**config.mk**
```make
export PLATFORM = sky130hd
export DESIGN_NAME = data_memory_flat
export DESIGN_NICKNAME = d
export VERILOG_FILES = /design/src/rtl/data_mem_pkg.sv /design/src/rtl/data_memory_if.sv /design/src/rtl/dmem_array.sv /design/src/rtl/data_memory.sv /design/src/flat_wrapper.sv
export SDC_FILE = /design/constraint.sdc
export NUM_CORES = 2
export LEC_CHECK = 0
export ABC_AREA = 1
export ABC_CLOCK_PERIOD_IN_PS = 2700
export BUFFER_PORTS_ARGS = -buffer_cell sky130_fd_sc_hd__buf_2
export CAP_MARGIN = 20
export CELL_PAD_IN_SITES_DETAIL_PLACEMENT = 2
export CELL_PAD_IN_SITES_GLOBAL_PLACEMENT = 2
export CORE_ASPECT_RATIO = 1.25
export CORE_MARGIN = 3
export CORE_UTILIZATION = 30
export CTS_CLUSTER_DIAMETER = 120
export CTS_CLUSTER_SIZE = 12
export DETAILED_ROUTE_END_ITERATION = 6
export GPL_TIMING_DRIVEN = 0
export PLACE_DENSITY_LB_ADDON = 0.1
export SLEW_MARGIN = 25
export SYNTH_ARGS = -nofsm -noshare
export SYNTH_HDL_FRONTEND = slang
export SYNTH_SLANG_ARGS = --single-unit
```
**constraint.sdc**
```tcl
create_clock -name CLK -period 2.7 [get_ports CLK]
set_input_delay 0.81 -clock CLK [delete_from_list [all_inputs] [get_ports CLK]]
set_output_delay 0.81 -clock CLK [all_outputs]
set_load 0.05 [all_outputs]
```
**src/rtl/data_mem_pkg.sv**
```systemverilog
// Shared types and constants for the multi-cycle data memory.
// Holds the FSM state encoding, the latched operation codes and the default latency.
package data_mem_pkg;

    typedef enum logic [1:0] {
        IDLE = 2'd0,
        BUSY = 2'd1,
        RESP = 2'd2
    } state_t;

    localparam logic OP_READ  = 1'b0;
    localparam logic OP_WRITE = 1'b1;

    localparam int ACCESS_CYCLES_DEFAULT = 5;
    localparam int CNT_W                 = 4;

    // Exactly one of READ/WRITE asserted; both high is an illegal request.
    function automatic logic valid_req(input logic rd, input logic wr);
        return rd ^ wr;
    endfunction

endpackage

```
**src/rtl/data_memory_if.sv**
```systemverilog
// CPU-side load/store bus of the data memory: request levels, address/data and stall.
interface data_memory_if #(
    parameter int ADDR_W = 8,
    parameter int DATA_W = 8
);
    logic              read;
    logic              write;
    logic [ADDR_W-1:0] address;
    logic [DATA_W-1:0] writedata;
    logic [DATA_W-1:0] readdata;
    logic              busywait;

    modport master (
        output read, write, address, writedata,
        input  readdata, busywait
    );

    modport slave (
        input  read, write, address, writedata,
        output readdata, busywait
    );
endinterface

```
**src/rtl/dmem_array.sv**
```systemverilog
// Byte storage array: one synchronous write port, registered read port, clear on reset.
module dmem_array #(
    parameter int ADDR_W = 8,
    parameter int DATA_W = 8
) (
    input  logic              clk,
    input  logic              reset,
    input  logic              we,
    input  logic              re,
    input  logic [ADDR_W-1:0] addr,
    input  logic [DATA_W-1:0] wdata,
    output logic [DATA_W-1:0] rdata
);
    localparam int DEPTH = 2 ** ADDR_W;

    logic [DATA_W-1:0] mem_r [DEPTH];
    logic [DATA_W-1:0] rdata_r;

    // Storage update; reset wins over a same-edge write so an aborted access never commits.
    always_ff @(posedge clk) begin
        if (reset) begin
            for (int i = 0; i < DEPTH; i++) begin
                mem_r[i] <= '0;
            end
        end else if (we) begin
            mem_r[addr] <= wdata;
        end
    end

    // Read register only moves on a completed read, so writes leave it untouched.
    always_ff @(posedge clk) begin
        if (reset) begin
            rdata_r <= '0;
        end else if (re) begin
            rdata_r <= mem_r[addr];
        end
    end

    assign rdata = rdata_r;

endmodule

```
**src/rtl/data_memory.sv**
```systemverilog
// Data memory with fixed multi-cycle latency; BUSYWAIT stalls the CPU until the access ends.
// Request fields are captured on acceptance so bus changes during BUSY have no effect.
module data_memory
    import data_mem_pkg::*;
#(
    parameter int ADDR_W        = 8,
    parameter int DATA_W        = 8,
    parameter int ACCESS_CYCLES = ACCESS_CYCLES_DEFAULT
) (
    input  logic         CLK,
    input  logic         RESET,
    data_memory_if.slave bus
);
    localparam logic [CNT_W-1:0] CNT_LOAD = CNT_W'(ACCESS_CYCLES - 1);

    state_t            state_r;
    state_t            next_state_s;
    logic [CNT_W-1:0]  cnt_r;
    logic              op_r;
    logic [ADDR_W-1:0] addr_r;
    logic [DATA_W-1:0] wdata_r;

    logic              req_s;
    logic              accept_s;
    logic              access_s;
    logic              busywait_s;
    logic              we_s;
    logic              re_s;

    assign req_s = valid_req(bus.read, bus.write);

    // Next-state and stall decode; IDLE stall is combinational so the first edge already stalls.
    always_comb begin
        next_state_s = state_r;
        busywait_s   = 1'b0;
        accept_s     = 1'b0;
        access_s     = 1'b0;
        case (state_r)
            IDLE: begin
                if (req_s) begin
                    busywait_s   = 1'b1;
                    accept_s     = 1'b1;
                    next_state_s = BUSY;
                end else begin
                    next_state_s = IDLE;
                end
            end
            BUSY: begin
                busywait_s = 1'b1;
                if (cnt_r == {CNT_W{1'b0}}) begin
                    access_s     = 1'b1;
                    next_state_s = RESP;
                end else begin
                    next_state_s = BUSY;
                end
            end
            RESP: begin
                next_state_s = IDLE;
            end
            default: begin
                next_state_s = IDLE;
            end
        endcase
    end

    // State, latency counter and captured request.
    always_ff @(posedge CLK) begin
        if (RESET) begin
            state_r <= IDLE;
            cnt_r   <= {CNT_W{1'b0}};
            op_r    <= OP_READ;
            addr_r  <= {ADDR_W{1'b0}};
            wdata_r <= {DATA_W{1'b0}};
        end else begin
            state_r <= next_state_s;
            if (accept_s) begin
                cnt_r   <= CNT_LOAD;
                op_r    <= bus.write ? OP_WRITE : OP_READ;
                addr_r  <= bus.address;
                wdata_r <= bus.writedata;
            end else if ((state_r == BUSY) && (cnt_r != {CNT_W{1'b0}})) begin
                cnt_r <= cnt_r - {{(CNT_W-1){1'b0}}, 1'b1};
            end
        end
    end

    assign we_s = access_s && (op_r == OP_WRITE);
    assign re_s = access_s && (op_r == OP_READ);

    dmem_array #(
        .ADDR_W (ADDR_W),
        .DATA_W (DATA_W)
    ) u_array (
        .clk   (CLK),
        .reset (RESET),
        .we    (we_s),
        .re    (re_s),
        .addr  (addr_r),
        .wdata (wdata_r),
        .rdata (bus.readdata)
    );

    assign bus.busywait = busywait_s;

endmodule
```
**src/flat_wrapper.sv**
```systemverilog
// flat-port wrapper written by rule: the top's interface ports become plain ports
module data_memory_flat import data_mem_pkg::*;
#(
    parameter int ADDR_W        = 8,
    parameter int DATA_W        = 8,
    parameter int ACCESS_CYCLES = ACCESS_CYCLES_DEFAULT
)
  (CLK, RESET, bus_read, bus_write, bus_address, bus_writedata, bus_readdata, bus_busywait);
  data_memory_if #(.ADDR_W(ADDR_W), .DATA_W(DATA_W)) bus_i ();
  input  logic CLK;
  input  logic RESET;
  input wire logic [$bits(bus_i.read)-1:0] bus_read;
  input wire logic [$bits(bus_i.write)-1:0] bus_write;
  input wire logic [$bits(bus_i.address)-1:0] bus_address;
  input wire logic [$bits(bus_i.writedata)-1:0] bus_writedata;
  output wire logic [$bits(bus_i.readdata)-1:0] bus_readdata;
  output wire logic [$bits(bus_i.busywait)-1:0] bus_busywait;
  assign bus_i.read = bus_read;
  assign bus_i.write = bus_write;
  assign bus_i.address = bus_address;
  assign bus_i.writedata = bus_writedata;
  assign bus_readdata = bus_i.readdata;
  assign bus_busywait = bus_i.busywait;
  data_memory #(.ADDR_W(ADDR_W), .DATA_W(DATA_W), .ACCESS_CYCLES(ACCESS_CYCLES)) u_core (.CLK(CLK), .RESET(RESET), .bus(bus_i));
endmodule
```
==> impl_metrics.toml <==
[outcome]
status = "finished with violations"
violations = "negative setup slack"

[synthesis]
synth_area_leader_cell = "edfxtp_1"
yosys.cell_types.count = 30
synthTopCellsByCount = "nand2_1 (4284), nor2_1 (2362), edfxtp_1 (2048), clkbuf_1 (438), buf_2 (151)"
synth-compound-area-share_pct = 1.74
yosysMostFrequentCell = "nand2_1"
yosysSeqAreaShare_pct = 66.5
synth_top_area_share_pct = 65.8
synthCells = 10000
synth-xor-area-share_pct = 0
synthMuxAreaShare_pct = 0
synth_top_family_by_area = "simple AND/OR/NAND/NOR gates"
syn_nets = 10100
synth-simple-area-share_pct = 28.7
ys_ff_latch = 2079
async_flop_share_pct = 0
yosys-top-cells-area = "edfxtp_1 (66%), nand2_1 (17%), nor2_1 (9.5%)"
synth_adder_area_share_pct = 0.0268
avgSynthCellArea_um2 = 9.30
ys_warn_count = 0
ys.flop_type = "edfxtp_1"
synth_edf_count = 2048
syn_area_mm2 = 0.0934

[detailed_routing]
totalWireLength_um = 635000
vias = 86400
wl_per_cell_um = 42.1
drc = 0
drtIter0Drc = 12300
viasPerCell = 5.73
ant_nets = 0
drt_pass1_iterations = 7

[floorplan]
dieArea_mm2 = 0.318
io_pins = 29
die_w_um = 505
start_util_pct = 30.2
core_mm2 = 0.309
rows = 228
die_h_um = 630

[setup_path]
path_class = "register to register"
arrival_ns = 4.10
slowest_stage = "dfxtp_2"
path_max_fanout = 10
start_kind = "register"
cpLargestDelayFamily = "simple AND/OR/NAND/NOR gates"
critPathCaptureType = "register"
worst-path-buf-inv = 3
cpMostUsedCell = "nand2_1"
reg2reg_depth = 15
cp_slowest_stage_delay_ns = 0.42
cp.required_ns = 3.50
ff2ff_setup_slack_ns = -0.60
path_depth = 15
crit-reg2reg-launch = "u_core.addr_r[1]"
worstPathCellList = "inv_2, clkbuf_4, clkbuf_4, nand2_1, nand3_1, nand2_1, nand2_1, nor2_1, nor2_1, nor2_1, nand2_1, nand2_1, nand2_2, nor2_4, nor2_1"
rr_endpoint = "u_core.u_array.rdata[2]"
startpoint = "u_core.addr_r[1]"
endpoint = "u_core.u_array.rdata[2]"

[final_layout]
stdcell_count = 15100
layout.nets = 10900
finish.instance_area_mm2 = 0.123
syn_to_final_growth_pct = 31.8
drive_above_1_share_pct = 19.2

[global_route]
antenna_found_initial = 112
grt_max_degree = 14
grt_pass1_wl_um = 798000
overflow = 0
grt_util_all_layers_pct = 37.9
grt_pass1_vias = 83800

[power_and_ir_drop]
total_power_mw = 83.9
p_leak_nw = 48.5
p_per_area_mw_per_mm2 = 681
vdd_drop_max_mv = 0.547

[placed_design]
io_buffer_count = 28
placed_area_mm2 = 0.104
place_hpwl_um = 453000
routabilityCongestion = 1.02
dp.cells = 14400

[sta]
final.setup.tns_ns = -157.19
slew_viol_final = 0
finalCritPeriodShare_pct = 122
setup_viol = 1752
relSlewSlack_pct = 17.7
hold_violations = 0
min_period_ns = 3.30
rsz0062_at_grt = "yes"
clock_skew_ns = 0.0818
worstMarginPinSlew_ns = 1.23
fmaxAchievable_mhz = 303
hold_slack_ns = 0.135
worst_slack_ns = -0.601

[cts]
clock_latency_ns = 0.98
cts_buffers = 199
h-tree-depth = 4
clockRootBuffer = "clkbuf_16"
cts_tree = "yes"
path_clk_slew_ns = 0.09
hold_buffers = 0
clock_sinks = 2079
ctsLongestPathBuffers = 4

[worst_hold_path]
worstHoldPathType = "input port to register"

[job]
cap_violations = 0
==> layout make-up <==
cell class | instances | area [um^2]
repair buffers | 579 | 9330
clock buffers | 259 | 5270
fillers | 32700 | 186000
clock inverters | 5 | 80.1
diodes | 45 | 113
well taps | 4140 | 5180
inverters | 47 | 215
multi-input cells | 7289 | 35900
plain buffers | 638 | 4940
flip-flops and latches | 2079 | 62100
==> metrics by stage <==
stage	util, %	worst slack (ns)
global placement	31.9	-4.50
floorplan	-	0.115
detailed placement	33.5	-2.91
CTS	37.1	-0.382
global route	39.8	-0.408
finish	39.8	-0.601
==> per-layer routing <==
layer  track usage [%]  wire, um  part of all wire [%]
met1              46.0    227000                    36
met2              57.3    273000                    43
met3              9.95     68400                    11
met4              29.8     66800                    11
met5                 0       266                 0.042
==> sequential cells by signal (all words and copies together) (netlist names) <==
register / count
u_core.addr_r: 8
u_core.cnt_r: 4
u_core.op_r: 1
u_core.state_r: 2
u_core.u_array.mem_r: 2048
u_core.u_array.rdata: 8
u_core.wdata_r: 8
==> how the worst min path moves through the flow <==
stage                      end  cells past startpoint       startpoint
6_report       u_core.cnt_r[2]                      2            RESET
5_1_grt            u_core.op_r                      2            RESET
4_1_cts            u_core.op_r                      2            RESET
3_5_place_dp   u_core.cnt_r[0]                      2  u_core.cnt_r[0]
3_3_place_gp   u_core.cnt_r[0]                      2  u_core.cnt_r[0]
2_1_floorplan  u_core.cnt_r[0]                      2  u_core.cnt_r[0]
==> what timing repair did <==
item,in CTS,in global routing
cloned,17,12
pin swaps,64,214
buffers inserted,69,269
endpoints found under the hold margin,0,0
setup endpoints to repair,4081,3507
resized for setup,1358,1080
==> where the power goes <==
part           internal, mW  switching [mW]  total (mW)
clock                  13.5            13.5        27.0
combinational          4.59            15.4        20.0
sequential             36.4           0.461        36.9
total                  54.5            29.4        83.9
==> cells by family after synthesis <==
| logic type | count (synthesis) |
|---|---|
| AOI/OAI and AO/OA | 313 |
| DFF | 2079 |
| and+or+nand+nor | 6966 |
| buffers and inverters | 687 |
| adders and majority gates | 2 |
==> cells in the final DEF (no fill, tap or decap), drive strengths merged, types with 2 or more instances in the layout <==
master  Yosys  layout
nand2    4316    4322
nor2     2375    2377
edfxtp   2048    2048
buf       202     804
clkbuf    438     670
o21ai     157     157
nand4     136     136
a21oi     132     132
nand3     128     128
diode       0      45
inv        38      38
dfxtp      31      31
a22oi      20      20
clkinv      9      13
nor3        9       9
bufbuf      0       2
ha          2       2
(Power assumes the default switching activity.)
